===== src/rtl/iob_cache_axi_read_arbiter_if.sv =====
// Bundle of the per-master cache read channels and the shared AXI read port.
//   m_*   : one lane per cache master. Address and length lanes are packed, with master k at slice k.
//           The R beat (rdata/rresp/rlast) is broadcast to every master; m_rvalid_o selects the owner.
//   axi_* : the single AXI AR/R channel pair that all masters share.
// Modports:
//   slave  : the arbiter's view of the bundle.
//   master : the environment's view, that is the cache masters plus the AXI slave.
interface iob_cache_axi_read_arbiter_if #(
  parameter int unsigned N_MASTERS  = 2,
  parameter int unsigned AXI_ADDR_W = 32,
  parameter int unsigned AXI_DATA_W = 32,
  parameter int unsigned AXI_LEN_W  = 8
);
  logic [N_MASTERS-1:0]            m_arvalid_i;
  logic [N_MASTERS*AXI_ADDR_W-1:0] m_araddr_i;
  logic [N_MASTERS*AXI_LEN_W-1:0]  m_arlen_i;
  logic [N_MASTERS-1:0]            m_arready_o;
  logic [N_MASTERS-1:0]            m_rvalid_o;
  logic [N_MASTERS-1:0]            m_rready_i;
  logic [AXI_DATA_W-1:0]           m_rdata_o;
  logic [1:0]                      m_rresp_o;
  logic                            m_rlast_o;

  logic                            axi_arvalid_o;
  logic [AXI_ADDR_W-1:0]           axi_araddr_o;
  logic [AXI_LEN_W-1:0]            axi_arlen_o;
  logic                            axi_arready_i;
  logic                            axi_rvalid_i;
  logic [AXI_DATA_W-1:0]           axi_rdata_i;
  logic [1:0]                      axi_rresp_i;
  logic                            axi_rlast_i;
  logic                            axi_rready_o;

  modport slave (
    input  m_arvalid_i, m_araddr_i, m_arlen_i, m_rready_i,
    input  axi_arready_i, axi_rvalid_i, axi_rdata_i, axi_rresp_i, axi_rlast_i,
    output m_arready_o, m_rvalid_o, m_rdata_o, m_rresp_o, m_rlast_o,
    output axi_arvalid_o, axi_araddr_o, axi_arlen_o, axi_rready_o
  );

  modport master (
    output m_arvalid_i, m_araddr_i, m_arlen_i, m_rready_i,
    output axi_arready_i, axi_rvalid_i, axi_rdata_i, axi_rresp_i, axi_rlast_i,
    input  m_arready_o, m_rvalid_o, m_rdata_o, m_rresp_o, m_rlast_o,
    input  axi_arvalid_o, axi_araddr_o, axi_arlen_o, axi_rready_o
  );
endinterface


===== src/rtl/iob_cache_axi_read_arbiter.sv =====
// Round-robin arbiter that lets N_MASTERS cache read channels share one AXI read port.
// At most one burst is outstanding at a time.
// Ports:
//   clk_i       : clock; all state changes on the rising edge.
//   reset_i     : asynchronous, active-high reset.
//   bus         : master lanes plus the shared AXI AR/R channels (slave modport).
//   grant_o     : index of the current owner; valid while busy_o is high.
//   busy_o      : high while a burst is in its address or data phase.
//   proto_err_o : sticky flag. It sets when the rlast position disagrees with the granted arlen.
module iob_cache_axi_read_arbiter #(
  parameter int unsigned N_MASTERS  = 2,
  parameter int unsigned AXI_ADDR_W = 32,
  parameter int unsigned AXI_DATA_W = 32,
  parameter int unsigned AXI_LEN_W  = 8,
  localparam int unsigned GrantW    = $clog2(N_MASTERS)
) (
  input  logic                 clk_i,
  input  logic                 reset_i,
  iob_cache_axi_read_arbiter_if.slave bus,
  output logic [GrantW-1:0]    grant_o,
  output logic                 busy_o,
  output logic                 proto_err_o
);

  typedef enum logic [1:0] {StIdle, StAddr, StData} state_e;

  state_e                state_q, state_d;
  logic [GrantW-1:0]     grant_q, grant_d;
  logic [GrantW-1:0]     last_grant_q, last_grant_d;
  logic [AXI_LEN_W-1:0]  beat_len_q, beat_len_d;
  logic [AXI_LEN_W-1:0]  beat_cnt_q, beat_cnt_d;
  logic                  proto_err_q, proto_err_d;

  logic                  rr_found;
  logic [GrantW-1:0]     rr_pick;
  logic [AXI_LEN_W-1:0]  rr_len;
  logic [AXI_ADDR_W-1:0] sel_addr;
  logic [AXI_LEN_W-1:0]  sel_len;
  logic                  sel_rready;
  logic                  beat_acc;

  // Round-robin search. Offsets 1..N from last_grant_q are tried in order,
  // so the most recent owner is considered last.
  always_comb begin
    rr_found = 1'b0;
    rr_pick  = '0;
    rr_len   = '0;
    for (int unsigned j = 1; j <= N_MASTERS; j++) begin
      for (int unsigned k = 0; k < N_MASTERS; k++) begin
        if (!rr_found && bus.m_arvalid_i[k] &&
            ((32'(last_grant_q) + j) % N_MASTERS) == k) begin
          rr_found = 1'b1;
          rr_pick  = GrantW'(k);
          rr_len   = bus.m_arlen_i[k*AXI_LEN_W +: AXI_LEN_W];
        end
      end
    end
  end

  // Owner lane mux. The AR fields come from the live inputs, not from registered copies.
  always_comb begin
    sel_addr   = '0;
    sel_len    = '0;
    sel_rready = 1'b0;
    for (int unsigned k = 0; k < N_MASTERS; k++) begin
      if (grant_q == GrantW'(k)) begin
        sel_addr   = bus.m_araddr_i[k*AXI_ADDR_W +: AXI_ADDR_W];
        sel_len    = bus.m_arlen_i[k*AXI_LEN_W +: AXI_LEN_W];
        sel_rready = bus.m_rready_i[k];
      end
    end
  end

  assign beat_acc = (state_q == StData) && bus.axi_rvalid_i && sel_rready;

  always_ff @(posedge clk_i or posedge reset_i) begin
    if (reset_i) begin
      state_q      <= StIdle;
      grant_q      <= '0;
      last_grant_q <= GrantW'(N_MASTERS - 1);
      beat_len_q   <= '0;
      beat_cnt_q   <= '0;
      proto_err_q  <= 1'b0;
    end else begin
      state_q      <= state_d;
      grant_q      <= grant_d;
      last_grant_q <= last_grant_d;
      beat_len_q   <= beat_len_d;
      beat_cnt_q   <= beat_cnt_d;
      proto_err_q  <= proto_err_d;
    end
  end

  always_comb begin
    state_d      = state_q;
    grant_d      = grant_q;
    last_grant_d = last_grant_q;
    beat_len_d   = beat_len_q;
    beat_cnt_d   = beat_cnt_q;
    proto_err_d  = proto_err_q;
    unique case (state_q)
      StIdle: begin
        if (rr_found) begin
          grant_d    = rr_pick;
          beat_len_d = rr_len;
          state_d    = StAddr;
        end
      end
      StAddr: begin
        if (bus.axi_arready_i) begin
          beat_cnt_d = '0;
          state_d    = StData;
        end
      end
      StData: begin
        if (beat_acc) begin
          beat_cnt_d = beat_cnt_q + AXI_LEN_W'(1);
          if (bus.axi_rlast_i) begin
            if (beat_cnt_q != beat_len_q) proto_err_d = 1'b1;
            last_grant_d = grant_q;
            state_d      = StIdle;
          end else if (beat_cnt_q == beat_len_q) begin
            // The final beat arrived without rlast. Flag it, but let the slave
            // decide where the burst actually ends.
            proto_err_d = 1'b1;
          end
        end
      end
      default: state_d = StIdle;
    endcase
  end

  always_comb begin
    bus.axi_arvalid_o = 1'b0;
    bus.axi_araddr_o  = sel_addr;
    bus.axi_arlen_o   = sel_len;
    bus.axi_rready_o  = 1'b0;
    bus.m_arready_o   = '0;
    bus.m_rvalid_o    = '0;
    unique case (state_q)
      StAddr: begin
        bus.axi_arvalid_o = 1'b1;
        for (int unsigned k = 0; k < N_MASTERS; k++) begin
          bus.m_arready_o[k] = (grant_q == GrantW'(k)) && bus.axi_arready_i;
        end
      end
      StData: begin
        bus.axi_rready_o = sel_rready;
        for (int unsigned k = 0; k < N_MASTERS; k++) begin
          bus.m_rvalid_o[k] = (grant_q == GrantW'(k)) && bus.axi_rvalid_i;
        end
      end
      default: ;
    endcase
  end

  assign bus.m_rdata_o = bus.axi_rdata_i;
  assign bus.m_rresp_o = bus.axi_rresp_i;
  assign bus.m_rlast_o = bus.axi_rlast_i;

  assign grant_o     = grant_q;
  assign busy_o      = (state_q != StIdle);
  assign proto_err_o = proto_err_q;

endmodule

===== src/flat_wrapper.sv =====
// flat-port wrapper written by rule: the top's interface ports become plain ports
module iob_cache_axi_read_arbiter_flat 
#(
  parameter int unsigned N_MASTERS  = 2,
  parameter int unsigned AXI_ADDR_W = 32,
  parameter int unsigned AXI_DATA_W = 32,
  parameter int unsigned AXI_LEN_W  = 8,
  localparam int unsigned GrantW    = $clog2(N_MASTERS)
)
  (clk_i, reset_i, grant_o, busy_o, proto_err_o, bus_m_arvalid_i, bus_m_araddr_i, bus_m_arlen_i, bus_m_rready_i, bus_axi_arready_i, bus_axi_rvalid_i, bus_axi_rdata_i, bus_axi_rresp_i, bus_axi_rlast_i, bus_m_arready_o, bus_m_rvalid_o, bus_m_rdata_o, bus_m_rresp_o, bus_m_rlast_o, bus_axi_arvalid_o, bus_axi_araddr_o, bus_axi_arlen_o, bus_axi_rready_o);
  iob_cache_axi_read_arbiter_if #(.N_MASTERS(N_MASTERS), .AXI_ADDR_W(AXI_ADDR_W), .AXI_DATA_W(AXI_DATA_W), .AXI_LEN_W(AXI_LEN_W)) bus_i ();
  input  logic clk_i;
  input  logic reset_i;
  output logic [GrantW-1:0] grant_o;
  output logic busy_o;
  output logic proto_err_o;
  input wire logic [$bits(bus_i.m_arvalid_i)-1:0] bus_m_arvalid_i;
  input wire logic [$bits(bus_i.m_araddr_i)-1:0] bus_m_araddr_i;
  input wire logic [$bits(bus_i.m_arlen_i)-1:0] bus_m_arlen_i;
  input wire logic [$bits(bus_i.m_rready_i)-1:0] bus_m_rready_i;
  input wire logic [$bits(bus_i.axi_arready_i)-1:0] bus_axi_arready_i;
  input wire logic [$bits(bus_i.axi_rvalid_i)-1:0] bus_axi_rvalid_i;
  input wire logic [$bits(bus_i.axi_rdata_i)-1:0] bus_axi_rdata_i;
  input wire logic [$bits(bus_i.axi_rresp_i)-1:0] bus_axi_rresp_i;
  input wire logic [$bits(bus_i.axi_rlast_i)-1:0] bus_axi_rlast_i;
  output wire logic [$bits(bus_i.m_arready_o)-1:0] bus_m_arready_o;
  output wire logic [$bits(bus_i.m_rvalid_o)-1:0] bus_m_rvalid_o;
  output wire logic [$bits(bus_i.m_rdata_o)-1:0] bus_m_rdata_o;
  output wire logic [$bits(bus_i.m_rresp_o)-1:0] bus_m_rresp_o;
  output wire logic [$bits(bus_i.m_rlast_o)-1:0] bus_m_rlast_o;
  output wire logic [$bits(bus_i.axi_arvalid_o)-1:0] bus_axi_arvalid_o;
  output wire logic [$bits(bus_i.axi_araddr_o)-1:0] bus_axi_araddr_o;
  output wire logic [$bits(bus_i.axi_arlen_o)-1:0] bus_axi_arlen_o;
  output wire logic [$bits(bus_i.axi_rready_o)-1:0] bus_axi_rready_o;
  assign bus_i.m_arvalid_i = bus_m_arvalid_i;
  assign bus_i.m_araddr_i = bus_m_araddr_i;
  assign bus_i.m_arlen_i = bus_m_arlen_i;
  assign bus_i.m_rready_i = bus_m_rready_i;
  assign bus_i.axi_arready_i = bus_axi_arready_i;
  assign bus_i.axi_rvalid_i = bus_axi_rvalid_i;
  assign bus_i.axi_rdata_i = bus_axi_rdata_i;
  assign bus_i.axi_rresp_i = bus_axi_rresp_i;
  assign bus_i.axi_rlast_i = bus_axi_rlast_i;
  assign bus_m_arready_o = bus_i.m_arready_o;
  assign bus_m_rvalid_o = bus_i.m_rvalid_o;
  assign bus_m_rdata_o = bus_i.m_rdata_o;
  assign bus_m_rresp_o = bus_i.m_rresp_o;
  assign bus_m_rlast_o = bus_i.m_rlast_o;
  assign bus_axi_arvalid_o = bus_i.axi_arvalid_o;
  assign bus_axi_araddr_o = bus_i.axi_araddr_o;
  assign bus_axi_arlen_o = bus_i.axi_arlen_o;
  assign bus_axi_rready_o = bus_i.axi_rready_o;
  iob_cache_axi_read_arbiter #(.N_MASTERS(N_MASTERS), .AXI_ADDR_W(AXI_ADDR_W), .AXI_DATA_W(AXI_DATA_W), .AXI_LEN_W(AXI_LEN_W)) u_core (.clk_i(clk_i), .reset_i(reset_i), .bus(bus_i), .grant_o(grant_o), .busy_o(busy_o), .proto_err_o(proto_err_o));
endmodule

===== config.mk =====
export PLATFORM = sky130hd
export DESIGN_NAME = iob_cache_axi_read_arbiter_flat
export DESIGN_NICKNAME = d
export VERILOG_FILES = /design/src/rtl/iob_cache_axi_read_arbiter_if.sv /design/src/rtl/iob_cache_axi_read_arbiter.sv /design/src/flat_wrapper.sv
export SDC_FILE = /design/constraint.sdc
export NUM_CORES = 1
export LEC_CHECK = 0
export ABC_AREA = 1
export CORE_MARGIN = 2
export CORE_UTILIZATION = 28
export CTS_BUF_LIST = sky130_fd_sc_hd__clkbuf_8
export CTS_CLUSTER_SIZE = 25
export DETAILED_ROUTE_END_ITERATION = 10
export PLACE_DENSITY = 0.87
export RECOVER_POWER = 25
export SLEW_MARGIN = 40
export SYNTH_ARGS = -nofsm -noshare
export SYNTH_HDL_FRONTEND = slang
export SYNTH_SLANG_ARGS = --single-unit

===== constraint.sdc =====
create_clock -name clk_i -period 1.1 [get_ports clk_i]
set_input_delay 0.11 -clock clk_i [delete_from_list [all_inputs] [get_ports clk_i]]
set_output_delay 0.11 -clock clk_i [all_outputs]
set_load 0.03 [all_outputs]

# Word-level counts from Yosys, hierarchy flattened
# Index checks and enable logic that the tools add are counted.
[totals]
output_inout_bits = 84
in_bits = 123
reg_bits = 21
wordCells = 75
[classes]
n_bitwise = 1
mux = 29
n_reduce_logical = 27
n_eq_ne = 9
n_addsub = 3
[op_table]
columns = ["operator", "count"]
rows = [
  ["32-bit zero test", 2],
  ["8-bit two-way mux", 7],
  ["32-bit two-way mux", 1],
  ["8-bit one-hot mux with 2 select lines", 1],
  ["1-bit logical AND", 13],
  ["1-bit two-way mux", 13],
  ["2-bit two-way mux", 6],
  ["8-bit by 1-bit adder with 8-bit output (second input constant)", 1],
  ["8-bit == test", 1],
  ["8-bit != test", 1],
  ["4-bit AND reduction", 2],
  ["2-bit by 1-bit != test with 1-bit output (second input constant)", 3],
  ["2-bit one-hot mux with 3 select lines", 1],
  ["3-bit AND reduction", 2],
  ["2-bit nonzero test", 3],
  ["2-bit != test (second input constant)", 2],
  ["1-bit zero test", 3],
  ["1-bit adder (second input constant)", 2],
  ["2-bit by 1-bit == test with 1-bit output (second input constant)", 1],
  ["2-bit == test (second input constant)", 1],
  ["2-bit zero test", 1],
  ["2-bit AND reduction", 1],
  ["1-bit NOT", 1],
]

# Longest topological paths before layout
# Gate-level depths: netlist (run 1).
[depth]
ltp_word = 18
ltp_mapped = 10
mapped_depth_nobuf = 9

# Worst setup path after synthesis (run 1)
# No wires, ideal clock.
[synth_timing]
path_type = "reg-to-output"
startpoint = "register u_core.grant_q (netlist: u_core.grant_o)"
endpoint = "output bus_axi_arlen_o[0]"
required_ns = 0.990
setup_slack_ns = -0.553
stages_incl_launch_ff = 4
path_buffers = 2
arrival_ns = 1.543
path_cell_list = "dfrtp_1 buf_6 clkbuf_1 o21ai_0"
[synth_via]
elab_chain_len = 1
[synth_lines]
columns = ["item", "line_no", "source"]
rows = [
  ["start, declared", "iob_cache_axi_read_arbiter.sv:28", "logic [GrantW-1:0] grant_q, grant_d;"],
  ["start signal, assigned", "iob_cache_axi_read_arbiter.sv:86", "grant_q <= grant_d;"],
  ["8-bit two-way mux", "iob_cache_axi_read_arbiter.sv:66", "if (grant_q == GrantW'(k)) begin"],
  ["end, declared", "flat_wrapper.sv:33", "output wire logic [$bits(bus_i.axi_arlen_o)-1:0] bus_axi_arlen_o;"],
]
# No other way between the ends.

# Worst setup path in the final report (run 1)
[layout_timing]
startpoint = "register u_core.grant_q (netlist: u_core.grant_o)"
endpoint = "output bus_axi_rready_o"
[layout_via]
elab_chain_len = 2
[layout_lines]
columns = ["item", "line_no", "source"]
rows = [
  ["1-bit two-way mux", "iob_cache_axi_read_arbiter.sv:66", ""],
  ["1-bit two-way mux", "iob_cache_axi_read_arbiter.sv:140", "unique case (state_q)"],
  ["end, declared", "flat_wrapper.sv:34", "output wire logic [$bits(bus_i.axi_rready_o)-1:0] bus_axi_rready_o;"],
]
# No other way between the ends.

==> impl_metrics.json, run 1 <==
{
  "status": "finished, violations left",
  "failed_checks": "negative setup slack",
  "ant_nets": 0,
  "num_vias": 2763,
  "die_width_um": 90.5,
  "post_drt_wl_per_cell_um": 15.1,
  "finalSetupViolCount": 69,
  "antenna_found_initial": 0,
  "syn_area_um2": 2100,
  "synth_ff_type": "dfrtp_1",
  "drive_gt1_frac": 0.461,
  "grt_max_degree": 22,
  "setup_ws_ns": -0.399,
  "rsz0062_at_grt": "true",
  "synth_top_area_frac": 0.294,
  "seq_area_frac_synth": 0.251,
  "dr.pass1.iters": 4,
  "cp_common_cell": "buf_12",
  "synth_edf_count": 0,
  "fp.dieH_um": 90.5,
  "fin_crit_sh": 1.36,
  "rows": 31,
  "viasPerCell": 4.62,
  "areaGrowthSynthToFinish_pct": 124,
  "post-route-min-period_ns": 1.50,
  "drc": 0,
  "synth-seq-cells": 21,
  "cap_violations": 0,
  "synth.largest_area_cell": "nand2_1",
  "arrival_ns": 1.39,
  "cts_tree": "done",
  "leakagePower_nw": 2.21,
  "r2r_setup_slack_ns": -0.39,
  "cp-start-kind": "flop",
  "crit_type": "flop to primary output",
  "max_clock_freq_mhz": 667,
  "r2r-end": "u_core.beat_cnt_q[1]$_DFFE_PP0P_",
  "die_area_um2": 8190,
  "cts_buffers": 3,
  "critPathRequiredTime_ns": 0.99,
  "synth-async-reset-ratio": 1.00,
  "synthTopCellsByCount": "nand2_1 (164), inv_1 (36), buf_4 (35)",
  "endpoint_kind": "primary output",
  "coreArea_um2": 7250,
  "cts.sinks": 21,
  "hold_path_class": "primary input to asynchronous set/reset pin",
  "h-tree-depth": 1,
  "maxSlewHeadroom": 0.787,
  "clock_latency_ns": 0.26,
  "vdd_drop_max_v": 0.00129,
  "r2r_start": "u_core.grant_o$_DFFE_PP0P_",
  "port_buffers": 138,
  "yosys_warnings": 0,
  "crit_chain": "buf_12 > clkinv_16 > nand2_8 > buf_6 > a21oi_4 > buf_12",
  "fin_util": 0.647,
  "syn_area_per_cell_um2": 5.97,
  "clk_pin_slew_ns": 0.08,
  "clock_tree.root_cell": "clkbuf_8",
  "dpl_cell_area_um2": 3760,
  "cpMaxStageDelayCell": "dfrtp_2",
  "gp_congestion": 0.838,
  "finalMaxSlewViolations": 0,
  "grt_usage": 0.186,
  "hold_viol": 0,
  "synth_area_leaders": "nand2_1 (29%), dfrtp_1 (24%), buf_4 (13%)",
  "power_density_nw_per_um2": 2360,
  "synthDistinctLibCells": 28,
  "critPathMaxFanout": 6,
  "antenna_cells": 0,
  "fin_area_um2": 4690,
  "drt_iter0_markers": 120,
  "cpLargestDelayFamily": "buffers and inverters",
  "wirelength_um": 9050,
  "grt_pass1_vias": 2642,
  "start_util": 0.289,
  "syn_nets": 475,
  "worst_pin_slew_ns": 0.319,
  "grt-ovfl-total": 0,
  "ioPinCount": 207,
  "grt_pass1_wl_um": 12700,
  "slowest_delay_ns": 0.44,
  "clk_path_buf_depth": 2,
  "dp.final_hpwl_um": 6020,
  "synth_most_common_cell": "nand2_1",
  "rr_worst_depth": 11,
  "syn_inst": 351,
  "fin_nets": 624,
  "crit_buf_inv": 4,
  "fin_worst_skew_ns": 0.00489
}
## worst register-to-register path, cell delays in order, from the launching register on
cell and delay, ns:
dfrtp_2 0.44, buf_12 0.16, clkinv_16 0.08, nand2_8 0.05
buf_6 0.12, nand2_4 0.06, nand2_4 0.06, nand2_4 0.09
nand2_8 0.07, buf_12 0.15, nand2_2 0.05, o21ai_1 0.06
## placed cells by master, fill, tap and decap left out, types with 2 or more instances in the layout
cell             Yosys  layout
nor2_1              16      11
dfrtp_1             20      19
nand2_8              0       3
buf_16               0       2
o21ai_1              5       5
buf_6                2      54
nand3_1              9       6
inv_2                2       3
buf_12               0      10
clkdlybuf4s50_1      0      88
o21ai_4              0       8
nand2_4              0      32
nor2_4               1       6
nand4_1             10      10
inv_1               36      32
nand2_1            164      81
buf_4               35      28
buf_8                0       2
o21ai_2              3       5
inv_4                0       2
clkbuf_16            0       6
o211ai_1             8       8
nand2_2              6      54
clkbuf_8             0       3
xnor2_1              2       2
xor2_1               2       2
nand3_2              0       3
## cells by family after synthesis
logic type,share of synthesized area
XOR/XNOR,0.0167
AO/OA/AOI/OAI,0.0949
adder cells (fa/ha/maj),0.00597
AND/OR/NAND/NOR,0.404
flip-flops,0.251
buffers and inverters,0.227
## sequential cells by signal, summed over array words and instances, names as in the netlist
| name | flops |
|---|---|
| u_core.grant_o | 1 |
| u_core.proto_err_o | 1 |
| u_core.beat_len_q | 8 |
| u_core.state_q | 2 |
| u_core.last_grant_q | 1 |
| u_core.beat_cnt_q | 8 |
## power by group
group	leakage (nW)	switching [mW]	internal [mW]
clock	0.0255	0.258	0.252
combinational	1.92	4.98	4.37
sequential	0.268	0.214	1.00
## how the worst max path moves through the flow
stage	slack, ns	endpoint	start	cells past startpoint
final	-0.40	bus_axi_rready_o	u_core.grant_o$_DFFE_PP0P_	6
after global routing	-0.45	u_core.beat_cnt_q[1]$_DFFE_PP0P_	u_core.grant_o$_DFFE_PP0P_	11
after CTS	-0.39	bus_axi_rready_o	u_core.grant_o$_DFFE_PP0P_	6
after detailed placement	-0.26	u_core.beat_cnt_q[2]$_DFFE_PP0P_	bus_axi_rvalid_i	9
after global placement	-0.23	u_core.beat_cnt_q[1]$_DFFE_PP0P_	bus_axi_rvalid_i	9
after floorplan	-0.21	u_core.beat_cnt_q[2]$_DFFE_PP0P_	u_core.grant_o$_DFFE_PP0P_	10
## per-layer routing
metal / vias to the layer above / track usage / routed length [um]
li1: 1341 / - / -
met3: 20 / 0.0292 / 445
met5: - / 0 / 0
met2: 90 / 0.339 / 4920
met4: 0 / 0.0513 / 108
met1: 1312 / 0.227 / 3580
## final cells by class
cell class              instances  area [um2]
clock buffers                   3        41.3
clock inverters                 1        5.00
fillers                       575        2560
inverters                      39         185
multi-input cells             244        1660
flip-flops and latches         21         528
well taps                      99         124
repair buffers                190        2130
repair inverters                1        8.76
## metrics by stage
step / setup TNS, ns / hold slack [ns] / power, mW / setup slack (ns) / std cells
3_5_place_dp: -9.47 / 0.220 / 7.69 / -0.256 / 572
4_1_cts: -19.93 / 0.173 / 9.49 / -0.389 / 585
3_3_place_gp: -8.55 / 0.220 / 7.59 / -0.229 / 572
6_report: -21.78 / 0.170 / 11.1 / -0.399 / 598
2_1_floorplan: -9.78 / 0.0857 / 5.41 / -0.211 / 351
5_1_grt: -25.11 / 0.173 / 11.7 / -0.446 / 598
## timing repair
| action | 4_1_cts | 5_1_grt |
|---|---|---|
| endpoints found under the hold margin | 0 | 0 |
| buffers inserted | 7 | 7 |
| gates cloned | 2 | 7 |
| pin swaps | 8 | 17 |
| resized for setup | 79 | 83 |
| setup endpoints to repair | 69 | 69 |
| hold buffers | 0 | 0 |
No activity file was read; power rests on OpenSTA's default activity.
==> run 2, diff against run 1 <==
ABC_AREA = default   (was 1)
CORE_UTILIZATION = 26   (was 28)
CTS_CLUSTER_SIZE = 8   (was 25)
PLACE_DENSITY = 0.85   (was 0.87)
==> run 2 against run 1 <==
  * The run still ends with negative setup slack left
  * Critical path depth unchanged
  * Count of clock-buffer cells in the layout unchanged
  * Largest power group unchanged
  * Synthesized area down 7.8%
==> impl_metrics.json, run 2 <==
{
  "cts_buffers": 3,
  "viasPerCell": 4.79,
  "drt_iter0_markers": 119,
  "finalNonFillerCells": 445,
  "synth_area_leaders": "dfrtp_1 (26%), mux2_2 (23%), buf_4 (14%)",
  "maxSlewHeadroom": 0.779,
  "post_drt_wl_per_cell_um": 19.4,
  "yosys_warnings": 0,
  "fp.dieH_um": 90.2,
  "worst_pin_slew_ns": 0.330,
  "r2r_setup_slack_ns": -0.50,
  "grt_pass1_wl_um": 12500,
  "synth.largest_area_cell": "dfrtp_1",
  "synth-seq-cells": 21,
  "synth_most_common_cell": "mux2_2",
  "r2r_start": "u_core.grant_o$_DFFE_PP0P_",
  "crit_buf_inv": 2,
  "cp_common_cell": "buf_12",
  "post-route-min-period_ns": 1.60,
  "h-tree-depth": 1,
  "cpLargestDelayFamily": "simple AND/OR/NAND/NOR gates",
  "cpMaxStageDelayCell": "dfrtp_2",
  "synth-async-reset-ratio": 1.00,
  "cts_tree": "done",
  "cp-start-kind": "flop",
  "leakagePower_nw": 1.75,
  "die_width_um": 90.2,
  "coreArea_um2": 7210,
  "syn_inst": 200,
  "failed_checks": "negative setup slack",
  "grt-ovfl-total": 0,
  "fin_area_um2": 3860,
  "finalMaxSlewViolations": 0,
  "fin_worst_skew_ns": 0.00123,
  "grt_pass1_vias": 2247,
  "rsz0062_at_grt": "true",
  "fin_nets": 471,
  "status": "finished, violations left",
  "synth_edf_count": 0,
  "hold_ws_ns": 0.169,
  "rr_worst_depth": 6,
  "critPathMaxFanout": 14,
  "largestRegisters": "u_core.beat_cnt_q: 8 flops, u_core.beat_len_q: 8 flops, u_core.state_q: 2 flops",
  "final_common_cell": "clkdlybuf4s50_1",
  "cts.sinks": 21,
  "dp.cells": 423,
  "clock_tree.root_cell": "clkbuf_8",
  "port_buffers": 138,
  "dpl_cell_area_um2": 3420,
  "start_util": 0.268,
  "layout_common_cells": "clkdlybuf4s50_1 (88), buf_4 (52), buf_6 (38)",
  "rows": 31,
  "num_vias": 2133,
  "max_clock_freq_mhz": 625,
  "dp.final_hpwl_um": 6800,
  "antenna_found_initial": 0,
  "setup_ws_ns": -0.500,
  "synth_ff_type": "dfrtp_1",
  "grt_max_degree": 22,
  "clk_pin_slew_ns": 0.08,
  "postCtsHoldBufs": 0,
  "cap_violations": 0,
  "synth_top_area_frac": 0.259,
  "endpoint_kind": "flop",
  "seq_area_frac_synth": 0.272,
  "syn_area_um2": 1930,
  "hold_path_class": "primary input to asynchronous set/reset pin",
  "power_density_nw_per_um2": 2240,
  "dr.pass1.iters": 5,
  "fin_util": 0.535,
  "setup_tns_ns": -26.68,
  "finalSetupViolCount": 69,
  "areaGrowthSynthToFinish_pct": 99.7,
  "clock_latency_ns": 0.26,
  "syn_area_per_cell_um2": 9.67,
  "slowest_delay_ns": 0.43,
  "ant_nets": 0,
  "synthTopCellsByCount": "mux2_2 (40), buf_4 (36), dfrtp_1 (20)",
  "crit_chain": "buf_12 > mux2i_4 > buf_12 > or4_4 > nand3_2 > o21ai_1",
  "die_area_um2": 8140,
  "gp_congestion": 0.850,
  "r2r-end": "u_core.beat_cnt_q[6]$_DFFE_PP0P_",
  "fin_crit_sh": 1.45,
  "grt_usage": 0.199,
  "syn_nets": 324,
  "drc": 0,
  "synthDistinctLibCells": 40,
  "total_power_mw": 8.66,
  "ioPinCount": 207,
  "wirelength_um": 8650,
  "critPathRequiredTime_ns": 1.25,
  "dp_slack_ns": -0.506,
  "vdd_drop_max_v": 0.000685,
  "antenna_cells": 0,
  "hold_viol": 0,
  "clk_path_buf_depth": 2,
  "crit_type": "flop to flop",
  "drive_gt1_frac": 0.503,
  "arrival_ns": 1.75
}
-- run 2: cell count changes after synthesis, moves of 8 or more --
cell | before | now
inv_1 | 36 | 12
a222oi_1 | 0 | 8
mux2_2 | 0 | 40
nand2_1 | 164 | 7
o211ai_1 | 8 | 0
o21ai_0 | 11 | 3
nand4_1 | 10 | 1
-- run 2: layout make-up --
| class | count | area, um2 |
|---|---|---|
| Fill cell | 614 | 3350 |
| Multi-Input combinational cell | 122 | 1240 |
| Clock inverter | 1 | 3.75 |
| Inverter | 12 | 47.5 |
| Clock buffer | 3 | 41.3 |
| Sequential cell | 21 | 529 |
| Tap cell | 99 | 124 |
| Timing Repair Buffer | 187 | 1870 |
-- run 2: how the worst max path moves through the flow --
stage / startpoint / to / slack [ns] / cells after the start
6_report: u_core.grant_o$_DFFE_PP0P_ / u_core.beat_cnt_q[6]$_DFFE_PP0P_ / -0.50 / 6
3_5_place_dp: u_core.grant_o$_DFFE_PP0P_ / u_core.beat_cnt_q[6]$_DFFE_PP0P_ / -0.51 / 6
4_1_cts: u_core.grant_o$_DFFE_PP0P_ / bus_axi_araddr_o[3] / -0.51 / 4
3_3_place_gp: u_core.grant_o$_DFFE_PP0P_ / u_core.beat_cnt_q[6]$_DFFE_PP0P_ / -0.49 / 6
5_1_grt: u_core.grant_o$_DFFE_PP0P_ / bus_axi_araddr_o[3] / -0.53 / 4
2_1_floorplan: u_core.grant_o$_DFFE_PP0P_ / u_core.last_grant_q$_DFFE_PP1P_ / -0.44 / 6
-- run 2: where the power goes --
| part | switching, mW | internal, mW |
|---|---|---|
| clock network | 0.252 | 0.249 |
| registers | 0.245 | 1.06 |
| logic | 3.29 | 3.57 |
-- run 2: worst reg2reg max path, delay by kind of cell, from the launching register on --
family	cells	cell delay (ns)
compound gates	1	0.06
buf+inv	2	0.32
mux	1	0.19
simple gates	2	0.50
flops	1	0.43
-- run 2: routing by layer --
layer / global-route usage / up-vias / wire length (um)
met1: 0.181 / 1013 / 2670
met4: 0.0321 / 0 / 123
li1: - / 963 / -
met5: 0 / - / 0
met3: 0.0637 / 12 / 833
met2: 0.422 / 145 / 5030
-- run 2: logic make-up after synthesis --
logic type	count (synthesis)	share of synthesized area
buffers and inverters	58	0.194
AND/OR/NAND/NOR	46	0.142
multiplexers	42	0.248
flip-flops	21	0.272
AO/OA/AOI/OAI	20	0.0829
XOR/XNOR	12	0.0544
adder cells (fa/ha/maj)	1	0.00647
-- run 2: timing repair --
item,CTS,global route
cloned,1,0
pin swaps,12,10
buffers inserted,12,5
endpoints found under the setup margin,68,69
resized for setup,128,16
==> run 3, diff against run 2 <==
CTS_CLUSTER_SIZE = 28   (was 8)
PLACE_DENSITY = 0.76   (was 0.85)
==> run 3 against run 2 <==
  * The run still ends with negative setup slack left
  * Critical path depth did not move
  * Die area did not move
  * Final cell count rose by 0.90%
  * Combinational power rose by 11%
==> impl_metrics.json, run 3 (synthesis gave the netlist of run 2 again) <==
{
  "finalMaxSlewViolations": 0,
  "p_int_mw": 5.37,
  "maxSlewHeadroom": 0.766,
  "fin_nets": 474,
  "drt_iter0_markers": 147,
  "slowest_delay_ns": 0.44,
  "start_util": 0.268,
  "max_clock_freq_mhz": 618,
  "rsz0062_at_grt": "true",
  "vdd_drop_max_v": 0.000656,
  "num_vias": 2134,
  "rows": 31,
  "drive_gt1_frac": 0.536,
  "seq_power_share": 0.140,
  "layout_common_cells": "clkdlybuf4s50_1 (88), buf_6 (58), mux2_4 (31), buf_4 (31), dfrtp_1 (18)",
  "finalSetupViolCount": 69,
  "clk_path_buf_depth": 2,
  "grt_max_degree": 22,
  "grt-ovfl-total": 0,
  "post_drt_wl_per_cell_um": 19.9,
  "power_density_nw_per_um2": 2290,
  "pwr-share-clk": 0.054,
  "hold_path_class": "primary input to asynchronous set/reset pin",
  "grt_pass1_wl_um": 13200,
  "worst_pin_slew_ns": 0.350,
  "coreArea_um2": 7210,
  "clock_latency_ns": 0.26,
  "endpoint": "u_core.last_grant_q$_DFFE_PP1P_",
  "leakagePower_nw": 1.88,
  "failed_checks": "negative setup slack",
  "arrival_ns": 1.81,
  "drc": 0,
  "r2r_start": "u_core.grant_o$_DFFE_PP0P_",
  "ant_nets": 0,
  "cp-start-kind": "flop",
  "r2r-end": "u_core.last_grant_q$_DFFE_PP1P_",
  "h-tree-depth": 1,
  "cpMaxStageDelayCell": "dfrtp_2",
  "die_area_um2": 8140,
  "cap_violations": 0,
  "viasPerCell": 4.75,
  "fin_worst_skew_ns": 0.00113,
  "cts_buffers": 3,
  "r2r_setup_slack_ns": -0.52,
  "critPathRequiredTime_ns": 1.29,
  "setup_ws_ns": -0.517,
  "p_sw_mw": 4.06,
  "postCtsHoldBufs": 0,
  "hold_viol": 0,
  "startpoint": "u_core.grant_o$_DFFE_PP0P_",
  "critPathMaxFanout": 6,
  "crit_type": "flop to flop",
  "cts_tree": "done",
  "clock_tree.root_cell": "clkbuf_8",
  "final_common_cell": "clkdlybuf4s50_1",
  "gp_congestion": 0.793,
  "wirelength_um": 8950,
  "cts.sinks": 21,
  "combPwrFrac": 0.807,
  "swShare": 0.430,
  "setup_tns_ns": -28.08,
  "areaGrowthSynthToFinish_pct": 113,
  "die_width_um": 90.2,
  "fin_crit_sh": 1.47,
  "post-route-min-period_ns": 1.62,
  "endpoint_kind": "flop",
  "dr.pass1.iters": 6,
  "clk_pin_slew_ns": 0.08,
  "ioPinCount": 207,
  "antenna_found_initial": 1,
  "fp.dieH_um": 90.2,
  "grt_usage": 0.209,
  "crit_chain": "buf_8 > mux2i_4 > buf_12 > nor2_4 > and2_4 > mux2_4",
  "hold_ws_ns": 0.167,
  "fin_util": 0.570,
  "status": "finished, violations left",
  "grt_pass1_vias": 2310,
  "dp.final_hpwl_um": 6610,
  "port_buffers": 138,
  "rr_worst_depth": 6,
  "largestRegisters": "u_core.beat_cnt_q: 8 flops, u_core.beat_len_q: 8 flops, u_core.state_q: 2 flops"
}
-- run 3: changes by cell type in the layout (fill, tap and decap cells not counted), sizes merged --
cell	change
inv	-1
buf	+3
diode	+1
clkinv	+1
-- run 3: timing repair --
| item | 4_1_cts | 5_1_grt |
|---|---|---|
| gates resized for setup | 170 | 27 |
| setup buffers | 14 | 6 |
| pin swaps | 19 | 10 |
| setup endpoints to repair | 68 | 69 |
| gates cloned | 2 | 0 |
-- run 3: how the worst min path moves through the flow --
| stage | start | to | cells past startpoint |
|---|---|---|---|
| final | reset_i | u_core.grant_o$_DFFE_PP0P_ | 3 |
| after detailed placement | bus_axi_rdata_i[18] | bus_m_rdata_o[18] | 0 |
| after global placement | bus_axi_rdata_i[18] | bus_m_rdata_o[18] | 0 |
| after CTS | reset_i | u_core.beat_len_q[3]$_DFFE_PP0P_ | 3 |
| after floorplan | reset_i | u_core.beat_cnt_q[0]$_DFFE_PP0P_ | 1 |
| after global routing | reset_i | u_core.grant_o$_DFFE_PP0P_ | 3 |
-- run 3: stage by stage --
| stage | setup slack [ns] | power, mW | cells | area, um2 |
|---|---|---|---|---|
| final | -0.517 | 9.43 | 449 | 4110 |
| after CTS | -0.503 | 9.05 | 443 | 3980 |
| after floorplan | -0.436 | 4.92 | 200 | 2050 |
| after detailed placement | -0.513 | 6.96 | 423 | 3420 |
| after global placement | -0.476 | 6.88 | 423 | 3420 |
| after global routing | -0.578 | 9.82 | 449 | 4110 |
-- run 3: layer usage --
layer,global-route usage,routed length (um)
met2,0.406,4970
met1,0.205,2930
met3,0.0671,786
met5,0,0
met4,0.0782,267
-- run 3: area by class of cell --
cell class,instances,area [um2]
antenna,1,2.50
clock buffer,3,41.3
clock inverter,1,5.00
fill,579,3100
inverter,12,52.6
multi-input combinational,122,1350
sequential,21,529
tap,99,124
timing repair buffer,190,2000
-- run 3: power groups by stage --
stage,Clock [mW],Sequential [mW],Combinational (mW)
2_1_floorplan,0,1.32,3.61
3_3_place_gp,0,1.30,5.58
3_5_place_dp,0,1.30,5.65
4_1_cts,0.510,1.30,7.23
5_1_grt,0.549,1.34,7.93
6_report,0.506,1.32,7.61
-- run 3: critical path: cells and delay by family, from the launching register on --
family                 cells  cell delay, ns
and+or+nand+nor            2            0.30
DFF                        1            0.44
muxes                      2            0.49
buffers and inverters      2            0.31
